===== config.mk =====
export PLATFORM = sky130hd
export DESIGN_NAME = fifo_rd_to_axis_flat
export DESIGN_NICKNAME = d
export VERILOG_FILES = /design/src/rtl/fifo_rd_to_axis_pkg.sv /design/src/rtl/fifo_rd_to_axis_if.sv /design/src/rtl/fifo_rd_to_axis_skid_buf2.sv /design/src/rtl/fifo_rd_to_axis.sv /design/src/flat_wrapper.sv
export SDC_FILE = /design/constraint.sdc
export NUM_CORES = 1
export LEC_CHECK = 0
export ABC_AREA = 0
export CORE_UTILIZATION = 40
export CTS_BUF_LIST = sky130_fd_sc_hd__clkbuf_2 sky130_fd_sc_hd__clkbuf_4 sky130_fd_sc_hd__clkbuf_8
export DETAILED_ROUTE_END_ITERATION = 10
export DONT_BUFFER_PORTS = 1
export PLACE_DENSITY = 0.65
export SYNTH_ARGS = -nofsm -noshare
export SYNTH_HDL_FRONTEND = slang
export SYNTH_SLANG_ARGS = --single-unit
export TNS_END_PERCENT = 10

===== constraint.sdc =====
create_clock -name clk -period 2.2 [get_ports clk]
set_clock_uncertainty 0.05 [all_clocks]
set_input_delay 0.44 -clock clk [delete_from_list [all_inputs] [get_ports clk]]
set_output_delay 0.44 -clock clk [all_outputs]
set_load 0.03 [all_outputs]

===== src/rtl/fifo_rd_to_axis_pkg.sv =====
// fifo_axis_pkg: FIFO read-mode names and sizing helpers shared by the FIFO-to-AXIS reader
package fifo_axis_pkg;
  localparam string FWFT_TRUE = "true";
  localparam string FWFT_FALSE = "false";
  localparam int BUF_DEPTH = 2;
  function automatic int clogb2(input int n);
    int r;
    for (r = 0; (1 << r) < n; r++) begin end
    return r;
  endfunction
  localparam int PTR_W = clogb2(BUF_DEPTH);
  localparam int OCC_W = clogb2(BUF_DEPTH + 1);
endpackage


===== src/rtl/fifo_rd_to_axis_if.sv =====
// fifo_rd_to_axis_if: AXI-Stream data/valid/ready/last bundle
interface fifo_rd_to_axis_if #(parameter int data_width = 32);
  logic [data_width-1:0] data;
  logic valid;
  logic ready;
  logic last;
  modport master(output data, valid, last, input ready);
  modport slave(input data, valid, last, output ready);
endinterface


===== src/rtl/fifo_rd_to_axis_skid_buf2.sv =====
// axis_skid_buf2: two-entry circular output buffer with occupancy count
module axis_skid_buf2
  import fifo_axis_pkg::*;
#(
  parameter int data_width = 32
) (
  input  logic                  clk,
  input  logic                  rst_n,
  input  logic                  push,
  input  logic                  pop,
  input  logic [data_width-1:0] din,
  output logic [data_width-1:0] dout,
  output logic [OCC_W-1:0]      occ
);
  logic [data_width-1:0] mem_q [BUF_DEPTH];
  logic [PTR_W-1:0] wr_q, rd_q;
  logic [OCC_W-1:0] occ_q;
  always_ff @(posedge clk) begin
    if (push) mem_q[wr_q] <= din;
    if (!rst_n) begin
      wr_q  <= '0;
      rd_q  <= '0;
      occ_q <= '0;
    end else begin
      wr_q  <= wr_q + PTR_W'(push);
      rd_q  <= rd_q + PTR_W'(pop);
      occ_q <= occ_q + OCC_W'(push) - OCC_W'(pop);
    end
  end
  assign dout = mem_q[rd_q];
  assign occ  = occ_q;
endmodule


===== src/rtl/fifo_rd_to_axis.sv =====
// fifo_rd_to_axis: pops a sync FIFO (FWFT or latency-1) and streams words as AXIS with tlast framing
module fifo_rd_to_axis
  import fifo_axis_pkg::*;
#(
  parameter string fifo_fwft  = FWFT_TRUE,
  parameter int    data_width = 32,
  parameter int    len_width  = 16
) (
  input  logic                  clk,
  input  logic                  rst_n,
  input  logic                  en,
  input  logic [len_width-1:0]  pkt_len,
  output logic                  fifo_ren,
  input  logic [data_width-1:0] fifo_dout,
  input  logic                  fifo_empty_n,
  fifo_rd_to_axis_if.master     m_axis,
  output logic                  pkt_done,
  output logic                  busy
);
  logic pop, push, inflight, done_q;
  logic [OCC_W-1:0] occ;
  logic [len_width-1:0] cnt_q, cnt_d, len_q, len_d;
  axis_skid_buf2 #(.data_width(data_width)) u_buf (
    .clk(clk), .rst_n(rst_n), .push(push), .pop(pop),
    .din(fifo_dout), .dout(m_axis.data), .occ(occ)
  );
  assign pop = m_axis.valid & m_axis.ready;
  assign m_axis.valid = occ != '0;
  // a read is issued only if its word is guaranteed a buffer slot when it lands
  assign fifo_ren = rst_n & en & fifo_empty_n &
                    ((3'(occ) + 3'(inflight) - 3'(pop)) < 3'(BUF_DEPTH));
  if (fifo_fwft == FWFT_FALSE) begin : g_std
    logic inflight_q;
    always_ff @(posedge clk) begin
      if (!rst_n) inflight_q <= 1'b0;
      else inflight_q <= fifo_ren;
    end
    assign inflight = inflight_q;
    assign push = inflight_q;
  end else begin : g_fwft
    assign inflight = 1'b0;
    assign push = fifo_ren;
  end
  assign m_axis.last = cnt_q == (cnt_q == '0 ? pkt_len : len_q);
  always_comb begin
    cnt_d = pop ? (m_axis.last ? '0 : cnt_q + 1'b1) : cnt_q;
    len_d = (pop && cnt_q == '0) ? pkt_len : len_q;
  end
  always_ff @(posedge clk) begin
    if (!rst_n) begin
      cnt_q  <= '0;
      len_q  <= '0;
      done_q <= 1'b0;
    end else begin
      cnt_q  <= cnt_d;
      len_q  <= len_d;
      done_q <= pop & m_axis.last;
    end
  end
  assign pkt_done = done_q;
  assign busy = m_axis.valid | inflight | (cnt_q != '0);
endmodule


===== src/flat_wrapper.sv =====
// flat-port wrapper written by rule: the top's interface ports become plain ports
module fifo_rd_to_axis_flat import fifo_axis_pkg::*;
#(
  parameter string fifo_fwft  = FWFT_TRUE,
  parameter int    data_width = 32,
  parameter int    len_width  = 16
)
  (clk, rst_n, en, pkt_len, fifo_ren, fifo_dout, fifo_empty_n, pkt_done, busy, m_axis_data, m_axis_valid, m_axis_last, m_axis_ready);
  fifo_rd_to_axis_if #(.data_width(data_width)) m_axis_i ();
  input  logic clk;
  input  logic rst_n;
  input  logic en;
  input  logic [len_width-1:0] pkt_len;
  output logic fifo_ren;
  input  logic [data_width-1:0] fifo_dout;
  input  logic fifo_empty_n;
  output logic pkt_done;
  output logic busy;
  output wire logic [$bits(m_axis_i.data)-1:0] m_axis_data;
  output wire logic [$bits(m_axis_i.valid)-1:0] m_axis_valid;
  output wire logic [$bits(m_axis_i.last)-1:0] m_axis_last;
  input wire logic [$bits(m_axis_i.ready)-1:0] m_axis_ready;
  assign m_axis_data = m_axis_i.data;
  assign m_axis_valid = m_axis_i.valid;
  assign m_axis_last = m_axis_i.last;
  assign m_axis_i.ready = m_axis_ready;
  fifo_rd_to_axis #(.fifo_fwft(fifo_fwft), .data_width(data_width), .len_width(len_width)) u_core (.clk(clk), .rst_n(rst_n), .en(en), .pkt_len(pkt_len), .fifo_ren(fifo_ren), .fifo_dout(fifo_dout), .fifo_empty_n(fifo_empty_n), .m_axis(m_axis_i), .pkt_done(pkt_done), .busy(busy));
endmodule

# [Word-level counts from Yosys, hierarchy flattened]
# Memory sizes are Yosys's and may differ from the RTL's. A register that Yosys moved wholly into a read port is not among the register bits.
# Index checks and enable logic that the tools add are counted.
[word_totals] ff_bits=37 latch_bits=0 ramBits=64 rom_bits=0 input_bits=53 out_inout_bits=37 elab_cells=30 n_memories=1
[memory_table] memory="u_core.u_buf.mem_q" words=2 word_bits=32 read_ports=1 rd_ports_with_merged_regs=1 wr=1 line="fifo_rd_to_axis_skid_buf2.sv:15" text="logic [data_width-1:0] mem_q [BUF_DEPTH];"
[classes] n_addsub=6 n_mul=0 div_mod_pow=0 magnitude_cmp=1 eq_ne=1 shift=0 muxes=5 n_bitwise=6 reduce_logical=4
[ops] operator="$mux W16" count=2
[ops] operator="$add A16 B1 Y16 const B" count=1
[ops] operator="$eq A16 B16 Y1" count=1
[ops] operator="$logic_not A16 Y1" count=1
[ops] operator="$reduce_bool A16 Y1" count=1
[ops] operator="$and A1 B1 Y1" count=5
[ops] operator="$lt A3 B2 Y1 const B" count=1
[ops] operator="$mux W1" count=3
[ops] operator="$sub A2 B1 Y3" count=1
[ops] operator="$add A1 B1 Y1" count=2
[ops] operator="$add A2 B1 Y2" count=1
[ops] operator="$reduce_bool A2 Y1" count=1
[ops] operator="$sub A2 B1 Y2" count=1
[ops] operator="$logic_and A1 B1 Y1" count=1
[ops] operator="$or A1 B1 Y1" count=1

# [Longest topological paths before layout]
# Gate-level depths: netlist of run 1.
[logic_depth] word_depth=7 mapped_depth=9 mapped_depth_nobuf=8

# [Hierarchy]
# Synthesis of run 1 repeated with hierarchy kept, for this count alone.
[unflattened] hier_cells=338 area_unflattened_um2=4510.6
[modules_own_cells] mod="axis_skid_buf2" n_inst=1 cells_each=119 area_per_inst_um2=2690.1 seq_area_each_um2=2021.9
[modules_own_cells] mod="fifo_rd_to_axis" n_inst=1 cells_each=219 area_per_inst_um2=1820.5 seq_area_each_um2=660.6

# [Worst setup path after synthesis of run 1]
# OpenSTA, ideal clock, no wires.
[synth_path] kind="input to register" start="in m_axis_ready" end="mem u_core.u_buf.mem_q[0][0], enable pin" setup_time_ns=0.392 arrival_ns=1.872 t_required_ns=1.758 path_slack_ns=-0.114 cell_stages=5 n_path_buf=0 cell_sequence="inv_1 o21ai_0 nand4_1 inv_1 ha_1"
[synth_between] elab_chain_cells=6
[synth_rtl] element="from (decl)" line="flat_wrapper.sv:22" text="input wire logic [$bits(m_axis_i.ready)-1:0] m_axis_ready;"
[synth_rtl] element="$and A1 B1 Y1" line="fifo_rd_to_axis.sv:27" text="assign pop = m_axis.valid & m_axis.ready;"
[synth_rtl] element="$sub A2 B1 Y3" line="fifo_rd_to_axis.sv:31" text="((3'(occ) + 3'(inflight) - 3'(pop)) < 3'(BUF_DEPTH));"
[synth_rtl] element="$lt A3 B2 Y1" line="fifo_rd_to_axis.sv:31"
[synth_rtl] element="$and A1 B1 Y1" line="fifo_rd_to_axis.sv:30" text="assign fifo_ren = rst_n & en & fifo_empty_n &"
[synth_rtl] element="net fifo_ren" line="flat_wrapper.sv:14" text="output logic fifo_ren;"
[synth_rtl] element="$mux W1" line="fifo_rd_to_axis_skid_buf2.sv:19" text="if (push) mem_q[wr_q] <= din;"
[synth_rtl] element="$mux W1 (not written as such)" line="fifo_rd_to_axis_skid_buf2.sv:19"
[synth_rtl] element="to (decl)" line="fifo_rd_to_axis_skid_buf2.sv:15"
# The timed path passes the listed nets, and every way through them passes these cells.

# [Final worst setup path of run 1]
[layout_path] start="reg u_core.len_q[15]" end="out m_axis_last"
[layout_between] elab_chain_cells=2
[layout_rtl] element="from (decl)" line="fifo_rd_to_axis.sv:22" text="logic [len_width-1:0] cnt_q, cnt_d, len_q, len_d;"
[layout_rtl] element="from (signal assigned)" line="fifo_rd_to_axis.sv:56" text="len_q <= len_d;"
[layout_rtl] element="$mux W16" line="fifo_rd_to_axis.sv:44" text="assign m_axis.last = cnt_q == (cnt_q == '0 ? pkt_len : len_q);"
[layout_rtl] element="$eq A16 B16 Y1" line="fifo_rd_to_axis.sv:44"
[layout_rtl] element="to (decl)" line="flat_wrapper.sv:21" text="output wire logic [$bits(m_axis_i.last)-1:0] m_axis_last;"
# No other way between the ends.

==> results of run 1 <==
==> sequential cells by signal (all words and copies together) (netlist names), named ones only <==
signal,cells
u_core.u_buf.mem_q,64
u_core.u_buf.occ,2
u_core.u_buf.rd_q,1
u_core.cnt_q,16
u_core.pkt_done,1
u_core.len_q,16
u_core.u_buf.wr_q,1
==> placed cells by master (no fill, tap or decap), types with 8 or more instances in the layout <==
master and instances:
nor2_1 9, buf_4 21, nand2_2 10, edfxtp_1 64, nand2_1 29, dfxtp_1 24, a21oi_2 10, nand4_1 9
clkbuf_8 9, xnor2_1 8, mux2_2 32, xor2_1 37
==> report_power, final <==
part           leakage [nW]  switching [mW]  total, mW  internal (mW)
clock                0.0956           0.706       1.15          0.440
combinational         0.782           0.972       1.54          0.564
sequential            0.898          0.0854       2.24           2.16
total                  1.78            1.76       4.93           3.16
==> routing by layer <==
metal  global-route usage [%]  up-vias
met2                    24.86       91
met3                    5.260       10
li1                         -     1249
met4                    5.598        0
met5                        0        -
met1                    19.27     1273
==> worst reg2reg max path: stages (launching register included) <==
cell and delay (ns):
dfxtp_4 0.38, buf_4 0.14, nor4_2 0.25, and4_4 0.28, buf_4 0.12, buf_4 0.10, and2_1 0.19, buf_4 0.22
nand2_1 0.07, a21oi_1 0.12
==> per-stage QoR <==
step	instance area, um2	cells	util, %
2_1_floorplan	4559	345	-
3_3_place_gp	4702	475	42.81
3_5_place_dp	4702	475	42.81
4_1_cts	4947	494	45.04
5_1_grt	5066	500	46.13
6_report	5066	500	46.13
==> timing repair <==
item / in CTS / in global routing
gates resized for setup: 16 / 19
cloned: 0 / 0
pin swaps: 5 / 6
buffers inserted: 3 / 6
hold endpoints to repair: 0 / 0
endpoints found under the setup margin: 2 / 3
==> layout make-up <==
type | count | share of cell area (%)
Clock buffer | 9 | 2.445
Clock inverter | 7 | 1.260
Tap cell | 140 | 3.458
Multi-Input combinational cell | 209 | 34.23
Inverter | 9 | 0.6668
Sequential cell | 102 | 53.64
Timing Repair Buffer | 24 | 4.297
==> worst paths after layout <==
check | slack [ns] | to | depth (start not counted)
worst max-delay path | -0.06 | m_axis_last | 4
worst min-delay path | 0.11 | u_core.u_buf.mem_q[1][6] | 0
worst max register to register | 0.21 | u_core.len_q[4] | 9
worst min register to register | 0.42 | u_core.len_q[2] | 2
==> logic make-up after synthesis <==
| kind of cell | after synthesis | share of synthesized area (%) |
|---|---|---|
| xor gates and xnor gates | 46 | 8.837 |
| buffers and inverters | 34 | 4.747 |
| muxes | 32 | 7.903 |
| and+or+nand+nor | 87 | 10.40 |
| AOI/OAI and AO/OA | 38 | 7.629 |
| adders and majority gates | 6 | 1.646 |
| DFF | 102 | 58.84 |
==> summary.md, run 1 <==
| Metric | Value |
|---|---|
| Initial Utilization | 41.51% |
| PortBufs | 0 |
| Die area | 11830 um2 |
| DRT met1 WL | 3817 um |
| Ys flop type | edfxtp_1 |
| Beginning of the critical path | u_core.len_q[15] |
| Cts bufs inserted | 9 |
| Vias per std cell | 5.246 |
| Post-route antenna net violation count | 0 |
| Area leader, netlist | edfxtp_1 |
| Hold_buf cts | 0 |
| Clock transition at path regs | 0.11 ns |
| Detailed-route DRC error count | 0 |
| CTS Buffer Depth | 2 |
| Final setup margin | -0.06478 ns |
| Max-slew violations | 0 |
| Static Leak | 1.775 nW |
| Die Width | 108.8 um |
| H-tree Lvls | 3 |
| CP delay by family, top | simple AND/OR/NAND/NOR gates |
| Grt ovf | 0 |
| Multi-input logic area | 1734 um2 |
| Layout cells sized above 1 | 36.67% |
| Maximum VDD drop | 635.4 uV |
| Max-cap viol count | 0 |
| Setup violators final | 2 |
| CORE AREA | 10980 um2 |
| Synth unique cells | 40 |
| Min-delay src | fifo_dout[6] |
| Layout net count | 414 |
| Io pins | 90 |
| Drt total wl | 9091 um |
| Worst Path Required | 1.71 ns |
| Die height | 108.8 um |
| Crit path cell chain | xor2_2 > nor4_2 > nand4_1 > o22ai_4 |
| #FFs+latches synth | 102 |
| 1st-iter DRT viols | 119 |
| Worst-skew pair later-pin latency | 0.36 ns |
| Outcome | complete, but fails checks |
| WP buf/inv | 0 |
| Minimum clock period | 2.265 ns |
| RSZ-0062 raised after global routing | true |
| Top cells by area, synth | edfxtp_1, dfxtp_1, mux2_2, xor2_1, nand2_1 |
| Syn avg cell area | 13.22 um2 |
| Gr usage total | 15.46% |
| Post-synthesis instance area | 4559 um2 |
| Critical path capture point type | output port |
| CP Max Fanout | 4 |
| Vias in the first global route | 2679 |
| Synth cell count leaders | edfxtp_1, dfxtp_1, xor2_1, mux2_2, nand2_1 |
| Detailed Routing Iterations Pass 1 | 4 |
| Worst rel slew slack | 63.81% |
| PwrDens | 972.5 nW/um2 |
| Hold Worst Slack | 0.1105 ns |
| Max frequency | 441.5 MHz |
| Top-area cell type share of the netlist area | 42.15% |
| Fin Setup TNS | -0.1192 ns |
| Worst path max stage delay | 0.36 ns |
| Number of flops mapped to enable cells by yosys | 64 |
| Total power | 4.927 mW |
| DP HPWL | 6165 um |
| TritonCTS clock tree | yes |
| Post-DR wirelength/cell | 18.18 um |
| Clk sinks | 102 |
| Slowest-stage cell, CP | o22ai_4 |
| Routability cong. | 0.8409 |
| Fillers | 1013 |
| DR WL met3 | 822 um |
| CTS root buf | clkbuf_8 |
| Most frequent cell after synthesis | edfxtp_1 |
| Syn_nets | 404 |
| Initial antenna violation count | 0 |
| Met2 wire length | 4332 um |
| Top sig layer | met4 |
| Antenna cell count | 0 |
| Setup Slack @ Placement | 0.03162 ns |
| Critical Path AT | 1.77 ns |
| Cells after synthesis | 345 |
| Slew @ Worst Pin | 0.5415 ns |
| CP startpoint kind | register |
| Post-synthesis async set-or-reset flop share | 0% |
| HP Class | in2reg |
| Register area share after synthesis | 58.84% |
| Failing checks | negative setup slack |
| Syn-to-layout area delta | 11.11% |
| Vias after detailed routing | 2623 |
| RR Startpoint | u_core.cnt_q[6] |
| Yosys Warn Count | 0 |
| Largest net degree at the start of global routing | 33 |
| Reg area | 2718 um2 |
| Post-route clock period utilization | 102.9% |
| First-pass GRT wire length | 13840 um |
| Final Hold Viols | 0 |
| Row cnt | 38 |
| Critical path class | reg2out |
Power figures use the tool's default switching activity.
==> run 2, diff against run 1 <==
--- a/config.mk
+++ b/config.mk
@@ -5,7 +5,6 @@
 export SDC_FILE = /design/constraint.sdc
 export NUM_CORES = 1
 export LEC_CHECK = 0
-export ABC_AREA = 0
 export CORE_UTILIZATION = 40
 export CTS_BUF_LIST = sky130_fd_sc_hd__clkbuf_2 sky130_fd_sc_hd__clkbuf_4 sky130_fd_sc_hd__clkbuf_8
 export DETAILED_ROUTE_END_ITERATION = 10
==> constraint.sdc (replaced) <==
create_clock -name clk -period 2.2 [get_ports clk]
set_clock_uncertainty 0.05 [all_clocks]
set_input_delay 0.66 -clock clk [delete_from_list [all_inputs] [get_ports clk]]
set_output_delay 0.66 -clock clk [all_outputs]
set_load 0.03 [all_outputs]
==> run 2 against run 1 <==
  * The flow still finishes with violations (negative setup slack)
  * Register-to-register slack worse by 0.11 ns
  * Cell count rose by 1.6%
  * Setup slack worse by 0.26 ns
  * Combinational power grew 4%
  * Clock power decreased by 3%
  * First-iteration DRC count fell by 34%
  * Power up 0.51%
  * Design area rose by 2.2%
  * Wire length is 1.4% lower
  * Critical path type unchanged
  * Critical endpoint unchanged
  * Largest cell class unchanged
==> summary.md, run 2 (synthesis results as in run 1) <==
| Metric | Value |
|---|---|
| CP Max Fanout | 6 (was 4) |
| Post-route clock period utilization | 114.8% (was 102.9%) |
| Slowest-stage cell, CP | dfxtp_2 (was o22ai_4) |
| Most frequent cells in the layout | edfxtp_1, xor2_1, mux2_2 (unchanged) |
| Worst Setup EP | m_axis_last (unchanged) |
| Worst Path Required | 1.49 ns (was 1.71 ns) |
| Layout cells sized above 1 | 36.96% (was 36.67%) |
| Drt total wl | 8967 um (was 9091 um) |
| Minimum clock period | 2.525 ns (was 2.265 ns) |
| Vias in the first global route | 2688 (was 2679) |
| CP startpoint kind | register (unchanged) |
| Clock transition at path regs | 0.11 ns (about the same) |
| Worst rel slew slack | 61.14% (was 63.81%) |
| Die height | 108.8 um (unchanged) |
| RR Startpoint | u_core.cnt_q[2] (was u_core.cnt_q[6]) |
| Post-DR wirelength/cell | 17.65 um (was 18.18 um) |
| Clk sinks | 102 (unchanged) |
| Row cnt | 38 (unchanged) |
| Beginning of the critical path | u_core.cnt_q[2] (was u_core.len_q[15]) |
| Setup violators final | 2 (unchanged) |
| Max-cap viol count | 0 (unchanged) |
| Reg with most FFs | u_core.u_buf.mem_q (unchanged) |
| Vias after detailed routing | 2642 (was 2623) |
| TritonCTS clock tree | yes (unchanged) |
| Static Leak | 1.824 nW (was 1.775 nW) |
| Reg2reg end | u_core.cnt_q[1] (was u_core.len_q[4]) |
| Detailed Routing Iterations Pass 1 | 4 (unchanged) |
| Depth of the worst register-to-register path | 6 (was 9) |
| Initial antenna violation count | 0 (unchanged) |
| Io pins | 90 (unchanged) |
| Worst-skew pair later-pin latency | 0.36 ns (about the same) |
| Fillers | 976 (was 1013) |
| Gr usage total | 15.52% (was 15.46%) |
| Failing checks | negative setup slack (unchanged) |
| Crit path cell chain | xor2_1 > nor4_2 > nand4_1 > o22ai_4 (was xor2_2 > nor4_2 > nand4_1 > o22ai_4) |
| DP HPWL | 6174 um (was 6165 um) |
| Fin Setup TNS | -0.4466 ns (was -0.1192 ns) |
| Critical path class | reg2out (unchanged) |
| CTS root buf | clkbuf_8 (unchanged) |
| Largest net degree at the start of global routing | 33 (unchanged) |
| Max frequency | 396.1 MHz (was 441.5 MHz) |
| Final Cell Area | 5177 um2 (was 5066 um2) |
| Antenna cell count | 0 (unchanged) |
| Placed Area | 4800 um2 (was 4702 um2) |
| HP Class | in2reg (unchanged) |
| Layout net count | 422 (was 414) |
| H-tree Lvls | 3 (unchanged) |
| Initial Utilization | 41.51% (unchanged) |
| RSZ-0062 raised after global routing | true (unchanged) |
| Critical Path AT | 1.81 ns (was 1.77 ns) |
| Final Util | 47.14% (was 46.13%) |
| Die area | 11830 um2 (unchanged) |
| Vias per std cell | 5.201 (was 5.246) |
| Largest regs | u_core.u_buf.mem_q (64), u_core.cnt_q (16), u_core.len_q (16) (unchanged) |
| Routability cong. | 0.8171 (was 0.8409) |
| 1st-iter DRT viols | 78 (was 119) |
| Setup Slack @ Placement | -0.06716 ns (was 0.03162 ns) |
| Worst path max stage delay | 0.38 ns (was 0.36 ns) |
| Detailed-route DRC error count | 0 (unchanged) |
| Grt ovf | 0 (unchanged) |
| CTS Buffer Depth | 2 (unchanged) |
| Slew @ Worst Pin | 0.5815 ns (was 0.5415 ns) |
| Syn-to-layout area delta | 13.56% (was 11.11%) |
| Die Width | 108.8 um (unchanged) |
| Maximum VDD drop | 403.6 uV (was 635.4 uV) |
| Post-route antenna net violation count | 0 (unchanged) |
| Hold Worst Slack | 0.3348 ns (was 0.1105 ns) |
| Max reg flops | 64 (unchanged) |
| PwrDens | 956.5 nW/um2 (was 972.5 nW/um2) |
| Cts bufs inserted | 9 (unchanged) |
| CORE AREA | 10980 um2 (unchanged) |
| Max-slew violations | 0 (unchanged) |
| Hold_buf cts | 0 (unchanged) |
| Final Hold Viols | 0 (unchanged) |
| PortBufs | 0 (unchanged) |
| First-pass GRT wire length | 13830 um (was 13840 um) |
| Outcome | complete, but fails checks (unchanged) |
| Most common cell after layout, fill and taps aside | edfxtp_1 (unchanged) |
| R2R Setup Slk | 0.10 ns (was 0.21 ns) |
| Critical path capture point type | output port (unchanged) |
| Final setup margin | -0.3249 ns (was -0.06478 ns) |
[run 2: cell count changes in the layout (fill, tap and decap cells not counted), moves of 2 or more]
cell and delta:
buf_12 +3, buf_4 +4, dfxtp_1 +3, dfxtp_4 -2
ha_1 -2, nor3_1 +2, nor3_2 -2, nor4_2 -3
nor4_4 +2
[run 2: layout make-up]
type	instances	area [um2]	area share [%]
flip-flops and latches	102	2709	52.32
multi-input cells	209	1755	33.91
repair buffers	32	319.1	6.162
well taps	140	175.2	3.383
clock buffers	9	123.9	2.392
clock inverters	7	58.81	1.136
inverters	9	36.28	0.7008
[run 2: how the worst min path moves through the flow]
stage                          from                       end  cells after the start
floorplan           u_core.len_q[5]           u_core.len_q[5]                      2
global placement    u_core.len_q[4]           u_core.len_q[4]                      2
detailed placement  u_core.len_q[4]           u_core.len_q[4]                      2
CTS                    fifo_dout[0]  u_core.u_buf.mem_q[0][0]                      0
global route           fifo_dout[0]  u_core.u_buf.mem_q[0][0]                      0
finish                 fifo_dout[0]  u_core.u_buf.mem_q[0][0]                      0
[run 2: repair_timing]
action,4_1_cts,5_1_grt
pin swaps,8,2
setup endpoints to repair,2,3
hold endpoints to repair,0,0
gates resized for setup,28,5
buffers inserted,6,0
[run 2: worst max-delay path, delay by kind of cell (launching register included)]
kind            cells  cell delay (ns)
flops               1             0.38
simple gates        2             0.55
compound gates      1             0.35
xor+xnor            1             0.17
[run 2: metal layers]
metal | vias to the layer above | GRT usage, % | wire length (um)
met1 | 1285 | 18.33 | 3723
li1 | 1259 | - | -
met4 | 0 | 5.598 | 97
met2 | 88 | 26.08 | 4348
met3 | 10 | 5.380 | 797
met5 | - | 0 | 0
[run 2: through the flow]
stage                     instances  total power [mW]
final                           508             4.952
after global routing            508             5.199
after CTS                       508             5.003
after detailed placement        486             3.755
after global placement          486             3.739
after floorplan                 345             3.524
[run 2: power breakdown]
part	total (mW)	internal [mW]	switching [mW]	leakage (nW)
logic	1.60	0.607	0.992	0.841
registers	2.25	2.16	0.0852	0.896
clock network	1.11	0.428	0.679	0.0869
==> run 3, diff against run 2 <==
--- a/config.mk
+++ b/config.mk
@@ -5,6 +5,7 @@
 export SDC_FILE = /design/constraint.sdc
 export NUM_CORES = 1
 export LEC_CHECK = 0
+export CAP_MARGIN = 10
 export CORE_UTILIZATION = 40
 export CTS_BUF_LIST = sky130_fd_sc_hd__clkbuf_2 sky130_fd_sc_hd__clkbuf_4 sky130_fd_sc_hd__clkbuf_8
 export DETAILED_ROUTE_END_ITERATION = 10
==> results of run 3 <==
No change in the layout: final DEF, timing and power equal those of run 2.
==> RTL edit: new RTL, flow settings as in run 2 <==
`len_width` is set to 16 in 2 places; all go to 32.
--- a/src/rtl/fifo_rd_to_axis.sv
+++ b/src/rtl/fifo_rd_to_axis.sv
@@ -5,5 +5,5 @@
   parameter string fifo_fwft  = FWFT_TRUE,
   parameter int    data_width = 32,
-  parameter int    len_width  = 16
+  parameter int    len_width  = 32
 ) (
   input  logic                  clk,
--- a/src/flat_wrapper.sv
+++ b/src/flat_wrapper.sv
@@ -4,5 +4,5 @@
   parameter string fifo_fwft  = FWFT_TRUE,
   parameter int    data_width = 32,
-  parameter int    len_width  = 16
+  parameter int    len_width  = 32
 )
   (clk, rst_n, en, pkt_len, fifo_ren, fifo_dout, fifo_empty_n, pkt_done, busy, m_axis_data, m_axis_valid, m_axis_last, m_axis_ready);
Ports: changed (resized pkt_len); port bits go from 90 to 106. The function was not compared with the original's and may differ.
==> RTL edit against run 2 <==
The run still ends with negative setup slack left. Setup slack worse by 0.69 ns. Wire length up 60%. Total power up 43%. Synthesized area up 36%. Sequential cell count up 32. Critical path depth up 3. Clock power up 81%. Design area up 50%.
==> RTL edit: results (changes against run 2) <==
| Metric | Value |
|---|---|
| Dpl cells | 777 (was 486) |
| Nets@finish | 688 (was 422) |
| Sequential share of the synthesized area | 53.74% (was 58.84%) |
| Peak supply drop | 0.0004916 V (was 0.0004036 V) |
| Setup TNS | -18.91 ns (was -0.4466 ns) |
| Placement Cell Area | 7088 um^2 (was 4800 um^2) |
| GP Congestion | 0.8758 (was 0.8171) |
| Vias per inst | 5.148 (was 5.201) |
| Worst slack at placement | -0.8017 ns (was -0.06716 ns) |
| Setup ws final | -1.019 ns (was -0.3249 ns) |
| Register-to-Register Path Depth | 9 (was 6) |
| Worst R2R Setup Slack | -0.58 ns (was 0.10 ns) |
| Filler cell count | 1,321 (was 976) |
| Largest net degree at the start of global routing | 43 (was 33) |
| Violated checks | negative setup slack (unchanged) |
| Avg Cell Area, Syn | 11.78 um^2 (was 13.22 um^2) |
| First-pass GRT wire length | 22,630 um (was 13,830 um) |
| H-tree Lvls | 4 (was 3) |
| Worst Tran Pin Value | 0.4339 ns (was 0.5815 ns) |
| Crit path from | u_core.cnt_q[24] (was u_core.cnt_q[2]) |
| Status | complete, but fails checks (unchanged) |
| Critical Path AT | 2.51 ns (was 1.81 ns) |
| GRT Util Overall | 18.74% (was 15.52%) |
| Iter 0 DRT Violations | 179 (was 78) |
| Top post-synthesis cells by area | edfxtp_1, dfxtp_1, mux2_2 (unchanged) |
| Largest regs | u_core.u_buf.mem_q: 64 flops, u_core.cnt_q: 32 flops, u_core.len_q: 32 flops (was u_core.u_buf.mem_q: 64 flops, u_core.cnt_q: 16 flops, u_core.len_q: 16 flops) |
| P_leak | 2.984 nW (was 1.824 nW) |
| Final setup fails | 35 (was 2) |
| CTS buffer count | 17 (was 9) |
| Post-synth top cells | dfxtp_1, edfxtp_1, nor2b_1, xnor2_1, xor2_1 (was edfxtp_1, dfxtp_1, xor2_1) |
| Synth Net Count | 600 (was 404) |
| Sequential standard cell area | 3329 um^2 (was 2709 um^2) |
| Final Routed Wirelength | 14,390 um (was 8967 um) |
| Share of layout cells above drive strength 1 | 35.68% (was 36.96%) |
[RTL edit: worst max-delay path: stages, from the launching register on]
cell	delay, ns
dfxtp_1	0.37
xor2_1	0.18
nor4_1	0.39
nand4_1	0.26
nor4_4	0.38
o22ai_4	0.12
nor3_4	0.22
buf_12	0.15
[RTL edit: layer usage]
| layer | wire [um] | vias to the layer above | track usage [%] |
|---|---|---|---|
| li1 | - | 2009 | - |
| met3 | 1269 | 21 | 7.676 |
| met1 | 5572 | 2011 | 20.30 |
| met2 | 7249 | 144 | 32.82 |
| met4 | 297 | 0 | 6.875 |
| met5 | 0 | - | 0 |
[RTL edit: how the worst min path moves through the flow]
stage | slack [ns] | endpoint | depth (start not counted)
3_5_place_dp | 0.46 | u_core.cnt_q[1] | 2
6_report | 0.25 | u_core.u_buf.mem_q[1][18] | 0
3_3_place_gp | 0.43 | u_core.cnt_q[1] | 2
4_1_cts | 0.22 | u_core.u_buf.mem_q[0][2] | 0
5_1_grt | 0.22 | u_core.u_buf.mem_q[0][19] | 0
2_1_floorplan | 0.43 | u_core.len_q[16] | 2
[RTL edit: final cells by class]
type                       count  share of cell area, %
clock buffer                  17                  3.016
clock inverter                14                  1.984
tap                          188                  3.032
timing repair buffer          99                  10.82
inverter                      23                  1.113
sequential                   134                  42.91
multi-input combinational    338                  37.12
[RTL edit: cell families after synthesis]
family          after synthesis
simple gates                170
flops                       134
xor+xnor                     75
mux                          60
buf+inv                      53
compound gates               27
fa+ha+maj                     6
[RTL edit: timing repair]
action | CTS | global route
resized for setup | 12 | 45
hold buffers | 0 | 0
endpoints found under the hold margin | 0 | 0
cloned | 1 | 0
pin swaps | 19 | 11
buffers inserted | 4 | 2
endpoints found under the setup margin | 90 | 100
